--- config.mk ---
export PLATFORM = sky130hd
export DESIGN_NAME = base2_k_combiner
export DESIGN_NICKNAME = d
export VERILOG_FILES = /design/src/rtl/base2_k_combiner.sv
export SDC_FILE = /design/constraint.sdc
export NUM_CORES = 1
export LEC_CHECK = 0
export ABC_AREA = 1
export CORE_ASPECT_RATIO = 1.2
export CORE_MARGIN = 1.5
export CORE_UTILIZATION = 44
export CTS_BUF_LIST = sky130_fd_sc_hd__clkbuf_8
export CTS_CLUSTER_DIAMETER = 120
export DETAILED_ROUTE_END_ITERATION = 10
export GPL_TIMING_DRIVEN = 0
export HOLD_SLACK_MARGIN = 0.15
export PLACE_DENSITY = 0.75
export RECOVER_POWER = 50
export SYNTH_ARGS = -nofsm -noshare
export SYNTH_HDL_FRONTEND = slang
export SYNTH_SLANG_ARGS = --single-unit
--- constraint.sdc ---
create_clock -name clk -period 2.5 [get_ports clk]
set_input_delay 0.25 -clock clk [delete_from_list [all_inputs] [get_ports clk]]
set_output_delay 0.25 -clock clk [all_outputs]
set_load 0.005 [all_outputs]
--- src/rtl/base2_k_combiner.sv ---
// FP16 ldexp stage: rebuilds y = p * 2^k from the exp2 range-reduction outputs.
// Three register stages (decode, rescale, round/pack) plus saturating event counters.
module base2_k_combiner #(
    parameter int DW    = 16,
    parameter int KW    = 8,
    parameter int CNT_W = 16
) (
    input  logic                 clk,
    input  logic                 rstn,
    input  logic                 valid_i,
    input  logic signed [KW-1:0] k_i,
    input  logic [DW-1:0]        p_i,
    input  logic                 clr_i,
    output logic [DW-1:0]        y_o,
    output logic                 ovf_o,
    output logic                 unf_o,
    output logic                 valid_o,
    output logic [CNT_W-1:0]     ovf_cnt_o,
    output logic [CNT_W-1:0]     unf_cnt_o
);

    localparam int EW = KW + 2;
    localparam logic signed [EW-1:0] E_MAXN  = EW'(30);
    localparam logic signed [EW-1:0] E_ONE   = EW'(1);
    localparam logic signed [EW-1:0] E_FLUSH = -EW'(11);

    typedef enum logic [2:0] {CL_ZERO, CL_SUB, CL_NORM, CL_INF, CL_NAN} cls_t;
    typedef enum logic [2:0] {K_NAN, K_INF, K_ZERO, K_OVF, K_NORM, K_SUB} kind_t;

    logic [4:0]           w_e;
    logic [9:0]           w_m;
    logic [3:0]           w_lz;
    cls_t                 w_cls;
    logic signed [EW-1:0] w_exp;
    logic [10:0]          w_man;

    logic                 r1_valid;
    logic                 r1_sign;
    logic signed [EW-1:0] r1_exp;
    logic [10:0]          r1_man;
    cls_t                 r1_cls;
    logic signed [KW-1:0] r1_k;

    assign w_e = p_i[14:10];
    assign w_m = p_i[9:0];

    // Subnormals are normalized here so the rescale stage sees one format.
    always_comb begin
        w_lz = 4'd0;
        for (int i = 0; i < 10; i++) begin
            if (w_m[i]) w_lz = 4'(10 - i);
        end
        w_cls = CL_NORM;
        w_exp = EW'(w_e);
        w_man = {1'b1, w_m};
        if (w_e == 5'd0) begin
            if (w_m == '0) begin
                w_cls = CL_ZERO;
                w_exp = '0;
                w_man = '0;
            end else begin
                w_cls = CL_SUB;
                w_man = {1'b0, w_m} << w_lz;
                w_exp = E_ONE - EW'(w_lz);
            end
        end else if (w_e == 5'h1F) begin
            w_cls = (w_m == '0) ? CL_INF : CL_NAN;
        end
    end

    always_ff @(posedge clk or negedge rstn) begin
        if (!rstn) begin
            r1_valid <= 1'b0;
            r1_sign  <= 1'b0;
            r1_exp   <= '0;
            r1_man   <= '0;
            r1_cls   <= CL_ZERO;
            r1_k     <= '0;
        end else begin
            r1_valid <= valid_i;
            r1_sign  <= p_i[15];
            r1_exp   <= w_exp;
            r1_man   <= w_man;
            r1_cls   <= w_cls;
            r1_k     <= k_i;
        end
    end

    logic signed [EW-1:0] w_enew;
    logic [3:0]           w_shm1;
    logic [21:0]          w_ext;
    kind_t                w_kind;
    logic [4:0]           w_exp5;
    logic [9:0]           w_frac;
    logic                 w_g;
    logic                 w_st;

    logic                 r2_valid;
    logic                 r2_sign;
    kind_t                r2_kind;
    logic [4:0]           r2_exp;
    logic [9:0]           r2_frac;
    logic                 r2_guard;
    logic                 r2_sticky;

    assign w_enew = r1_exp + EW'(r1_k);
    // Shifting by (sh-1) from an 11-bit-padded word leaves result, guard and sticky in fixed fields.
    assign w_shm1 = 4'(-w_enew);
    assign w_ext  = {r1_man, 11'b0} >> w_shm1;

    always_comb begin
        w_kind = K_ZERO;
        w_exp5 = w_enew[4:0];
        w_frac = r1_man[9:0];
        w_g    = 1'b0;
        w_st   = 1'b0;
        case (r1_cls)
            CL_NAN:  w_kind = K_NAN;
            CL_INF:  w_kind = K_INF;
            CL_ZERO: w_kind = K_ZERO;
            default: begin
                if (w_enew > E_MAXN) begin
                    w_kind = K_OVF;
                end else if (w_enew >= E_ONE) begin
                    w_kind = K_NORM;
                end else begin
                    w_kind = K_SUB;
                    if (w_enew > E_FLUSH) begin
                        w_frac = w_ext[21:12];
                        w_g    = w_ext[11];
                        w_st   = |w_ext[10:0];
                    end else begin
                        w_frac = '0;
                    end
                end
            end
        endcase
    end

    always_ff @(posedge clk or negedge rstn) begin
        if (!rstn) begin
            r2_valid  <= 1'b0;
            r2_sign   <= 1'b0;
            r2_kind   <= K_ZERO;
            r2_exp    <= '0;
            r2_frac   <= '0;
            r2_guard  <= 1'b0;
            r2_sticky <= 1'b0;
        end else begin
            r2_valid  <= r1_valid;
            r2_sign   <= r1_sign;
            r2_kind   <= w_kind;
            r2_exp    <= w_exp5;
            r2_frac   <= w_frac;
            r2_guard  <= w_g;
            r2_sticky <= w_st;
        end
    end

    logic          w_up;
    logic [14:0]   w_mag;
    logic [DW-1:0] w_y;
    logic          w_ovf;
    logic          w_unf;

    // A round-up carry out of 0x3FF lands in the exponent field, giving the smallest normal.
    assign w_up  = r2_guard & (r2_sticky | r2_frac[0]);
    assign w_mag = {5'b0, r2_frac} + {14'b0, w_up};

    always_comb begin
        w_y   = {r2_sign, 15'h0000};
        w_ovf = 1'b0;
        w_unf = 1'b0;
        case (r2_kind)
            K_NAN:  w_y = 16'h7E00;
            K_INF:  w_y = {r2_sign, 15'h7C00};
            K_ZERO: w_y = {r2_sign, 15'h0000};
            K_OVF: begin
                w_y   = {r2_sign, 15'h7C00};
                w_ovf = 1'b1;
            end
            K_NORM: w_y = {r2_sign, r2_exp, r2_frac};
            K_SUB: begin
                w_y   = {r2_sign, w_mag};
                w_unf = 1'b1;
            end
            default: w_y = {r2_sign, 15'h0000};
        endcase
    end

    always_ff @(posedge clk or negedge rstn) begin
        if (!rstn) begin
            valid_o <= 1'b0;
            y_o     <= '0;
            ovf_o   <= 1'b0;
            unf_o   <= 1'b0;
        end else begin
            valid_o <= r2_valid;
            if (r2_valid) begin
                y_o   <= w_y;
                ovf_o <= w_ovf;
                unf_o <= w_unf;
            end
        end
    end

    // Counters sample the registered flags; a clear in the same cycle discards that event.
    always_ff @(posedge clk or negedge rstn) begin
        if (!rstn) begin
            ovf_cnt_o <= '0;
            unf_cnt_o <= '0;
        end else if (clr_i) begin
            ovf_cnt_o <= '0;
            unf_cnt_o <= '0;
        end else begin
            if (valid_o && ovf_o && !(&ovf_cnt_o)) ovf_cnt_o <= ovf_cnt_o + CNT_W'(1);
            if (valid_o && unf_o && !(&unf_cnt_o)) unf_cnt_o <= unf_cnt_o + CNT_W'(1);
        end
    end

endmodule

==> metrics.csv <==
metric,value,unit
Worst Hold Class,reg2reg,
cell depth of the worst min-delay path,0,
crit path time final,2.50,ns
row count,47,
Detailed Routing Iterations Pass 1,6,
Chip Width,111,um
"most used cell, CP",nand2_1,
Initial Utilization,44.8,%
worst reg2reg path depth,16,
post-DP HPWL,10.9,mm
Fmax achieved,400,MHz
FF-to-FF setup slack,0.00009,ns
crit start category,register,
Synth top area share,41.6,%
clock power share,25.4,%
part of the power in registers,45.2,%
crit path kind,reg2reg,
Setup crit end kind,register,
Core Footprint,13700,um^2
clk root buf,clkbuf_8,
P_leak,3.62,nW
largest net degree at the start of global routing,76,
initial antenna violation count,0,
Clock Sinks,103,
failing checks,"capacitance limit, slew limit",
Final Util,55.8,%
final net count,1004,
synth top area cells,"dfrtp_1, nand2_1, nand3_1",
Pins Over Slew Limit,29,
global-route wire length before repair,24.5,mm
Hold Startpoint,r1_valid$_DFF_PN0_,
share of post-route cells with drive strength above 1,10.9,%
Max IR drop VDD,410,uV
crit path cell chain,ha_2 > fa_2 > ha_4 > inv_4 > buf_4 > nand2_1 > nand2_1 > nand3_2 > nand2_1 > nand2_1 > nor2_1 > nand2_1 > nand2_1 > nand2_1 > nor2_2 > nor2_1,
vias in the first global route,5488,
global placement routability congestion,0.922,
CTS tree,yes,
clk_lat worst skew,0.38,ns
Cell variety after synth,42,
Vias,5911,
RSZ-0062 raised after global routing,yes,
IO Port Bufs,78,
family with the most delay on the worst path,adder cells,
crit path DAT,2.78,ns
Yosys reg bits,103,
pwr/cell area,538,nW/um^2
fin crit share,100,%
Final Setup Violations,0,
H-tree levels,3,
Synth Flop Type,dfrtp_1,
P_sw,1.37,mW
ANT nets after route,0,
hold_ws,0.356,ns
gr ovfl total,0,
Post-synth EDFFs,0,
Clock Pin Slew Worst Setup and Hold Paths,0.10,ns
maximum clock path buffer count,2,
Routed WL per cell,12.9,um
Layout area overhead,24.7,%
leading area contributor after synthesis,dfrtp_1,
Maximum Capacitance Violations,1,
Slew HR,-7.57,%
Inserted Diodes,0,
Mapped Nets,897,
Async SR Flop Fraction,100,%
synthesis warning total,0,
critical path data required time,2.78,ns
Sw Share,33.2,%
worst slew pin tran,1.61,ns
Via density,5.21,
Syn Inst Count,852,
Worst Hold End,r2_valid$_DFF_PN0_,
run status,"complete, but fails checks",
RR Endpoint,r2_sticky$_DFF_PN0_,
CP bufs+invs,2,
worst r2r src,r1_k[0]$_DFF_PN0_,
"top cells by count, synth","nand2_1, dfrtp_1, nand3_1",
Comb pwr share,29.4,%
die height,132,um
crit-path max cell delay,0.59,ns
final WL,14.6,mm
P_int,2.75,mW
DRC,0,
die footprint,14700,um^2
Fin Clk Skew,0.0147,ns
cell with the largest stage delay on the worst path,fa_2,
num ports,79,
Mapped Area,6140,um^2
syn avg cell area,7.20,um^2
total global-route track usage,20.0,%
"Seq/Total Area, Yosys",42.0,%
most frequent cell after synthesis,nand2_1,
1st-iter DRT viols,426,
"Max FO, Critical Path",5,
CTS buffer count,9,
final hold vios,0,
[logic make-up after synthesis]
| group | after synthesis | share of synthesized area [%] |
|---|---|---|
| buffers and inverters | 121 | 7.68 |
| AND/OR/NAND/NOR | 486 | 34.6 |
| adder cells (fa/ha/maj) | 17 | 3.59 |
| flip-flops | 103 | 42.0 |
| AO/OA/AOI/OAI | 113 | 10.4 |
| XOR/XNOR | 12 | 1.71 |
[flip-flops by register name, summed over array words and instances, names as in the netlist]
register	count
unf_cnt_o	16
r1_cls	3
valid_o	1
r2_kind	3
ovf_cnt_o	16
unf_o	1
ovf_o	1
r2_valid	1
r2_frac	10
r2_sign	1
r2_sticky	1
r1_sign	1
r1_valid	1
r2_exp	5
r1_man	11
y_o	16
r1_k	8
r2_guard	1
r1_exp	6
[layout by cell type, fill, tap and decap left out, types with 7 or more instances in the layout]
master and count:
nand2_1 250, dfrtp_1 102, nand3_1 86, inv_1 84, clkdlybuf4s50_1 67, nor2_1 62
o21ai_0 32, a21oi_1 30, nand4_1 22, o21ai_1 20, nor3_1 15, buf_4 15
inv_2 14, nand2_2 14, ha_1 12, clkbuf_1 11, xor2_1 11, dlygate4sd3_1 11
nand3_2 9, clkbuf_8 9, a21o_1 7
[how the worst max path moves through the flow]
stage	from	to	cells after the start
2_1_floorplan	r1_exp[0]$_DFF_PN0_	r2_sticky$_DFF_PN0_	15
3_3_place_gp	rstn	r1_man[2]$_DFF_PN0_	1
3_5_place_dp	r1_exp[0]$_DFF_PN0_	r2_sticky$_DFF_PN0_	15
4_1_cts	r1_k[0]$_DFF_PN0_	r2_sticky$_DFF_PN0_	17
5_1_grt	r1_k[0]$_DFF_PN0_	r2_sticky$_DFF_PN0_	16
6_report	r1_k[0]$_DFF_PN0_	r2_sticky$_DFF_PN0_	16
[power by group through the flow]
| stage | registers [mW] | logic [mW] | clock network, mW |
|---|---|---|---|
| global placement | 1.89 | 0.995 | 0 |
| floorplan | 1.88 | 0.672 | 0 |
| CTS | 1.86 | 1.09 | 1.08 |
| finish | 1.86 | 1.21 | 1.05 |
| global route | 1.88 | 1.36 | 1.16 |
| detailed placement | 1.89 | 1.02 | 0 |
[area by class of cell]
| cell class | count | area [um^2] |
|---|---|---|
| Fill cell | 1284 | 6050 |
| Multi-Input combinational cell | 628 | 3210 |
| Sequential cell | 103 | 2580 |
| Timing Repair Buffer | 96 | 933 |
| Inverter | 99 | 374 |
| Tap cell | 171 | 214 |
| Buffer | 22 | 141 |
| Clock buffer | 9 | 124 |
| Clock inverter | 7 | 72.6 |
[metal layers]
layer / vias to the layer above / track usage, % / part of all wire, %
met5: - / 0 / 0
met4: 0 / 7.69 / 2.3
met3: 28 / 2.76 / 4.2
met2: 184 / 35.8 / 50
met1: 2694 / 24.4 / 43
li1: 3005 / - / -
[timing repair]
item | in CTS | in global routing
hold endpoints to repair | 28 | 0
setup endpoints to repair | 11 | 13
pin swaps | 2 | 19
hold buffers | 1 | 0
gates cloned | 2 | 2
gates resized for setup | 22 | 34
setup buffers | 2 | 10
[worst reg2reg max path, stage by stage, from the launching register on]
cell and delay, ns:
dfrtp_1 0.39, ha_2 0.19, fa_2 0.59, ha_4 0.25, inv_4 0.09, buf_4 0.11, nand2_1 0.06, nand2_1 0.08
nand3_2 0.09, nand2_1 0.07, nand2_1 0.05, nor2_1 0.09, nand2_1 0.06, nand2_1 0.05, nand2_1 0.06, nor2_2 0.12
nor2_1 0.05
[through the flow]
step           std cells  setup TNS [ns]  power, mW  instance area [um^2]  setup slack, ns
2_1_floorplan        852               0       2.55                  6140           0.0639
3_3_place_gp        1101         -260.80       2.89                  7130            -2.55
3_5_place_dp        1102           -1.19       2.91                  7160           -0.343
4_1_cts             1123               0       4.03                  7460          0.00480
5_1_grt             1135          -0.276       4.39                  7650          -0.0998
6_report            1135               0       4.12                  7650        0.0000853
Power figures use the tool's default switching activity.
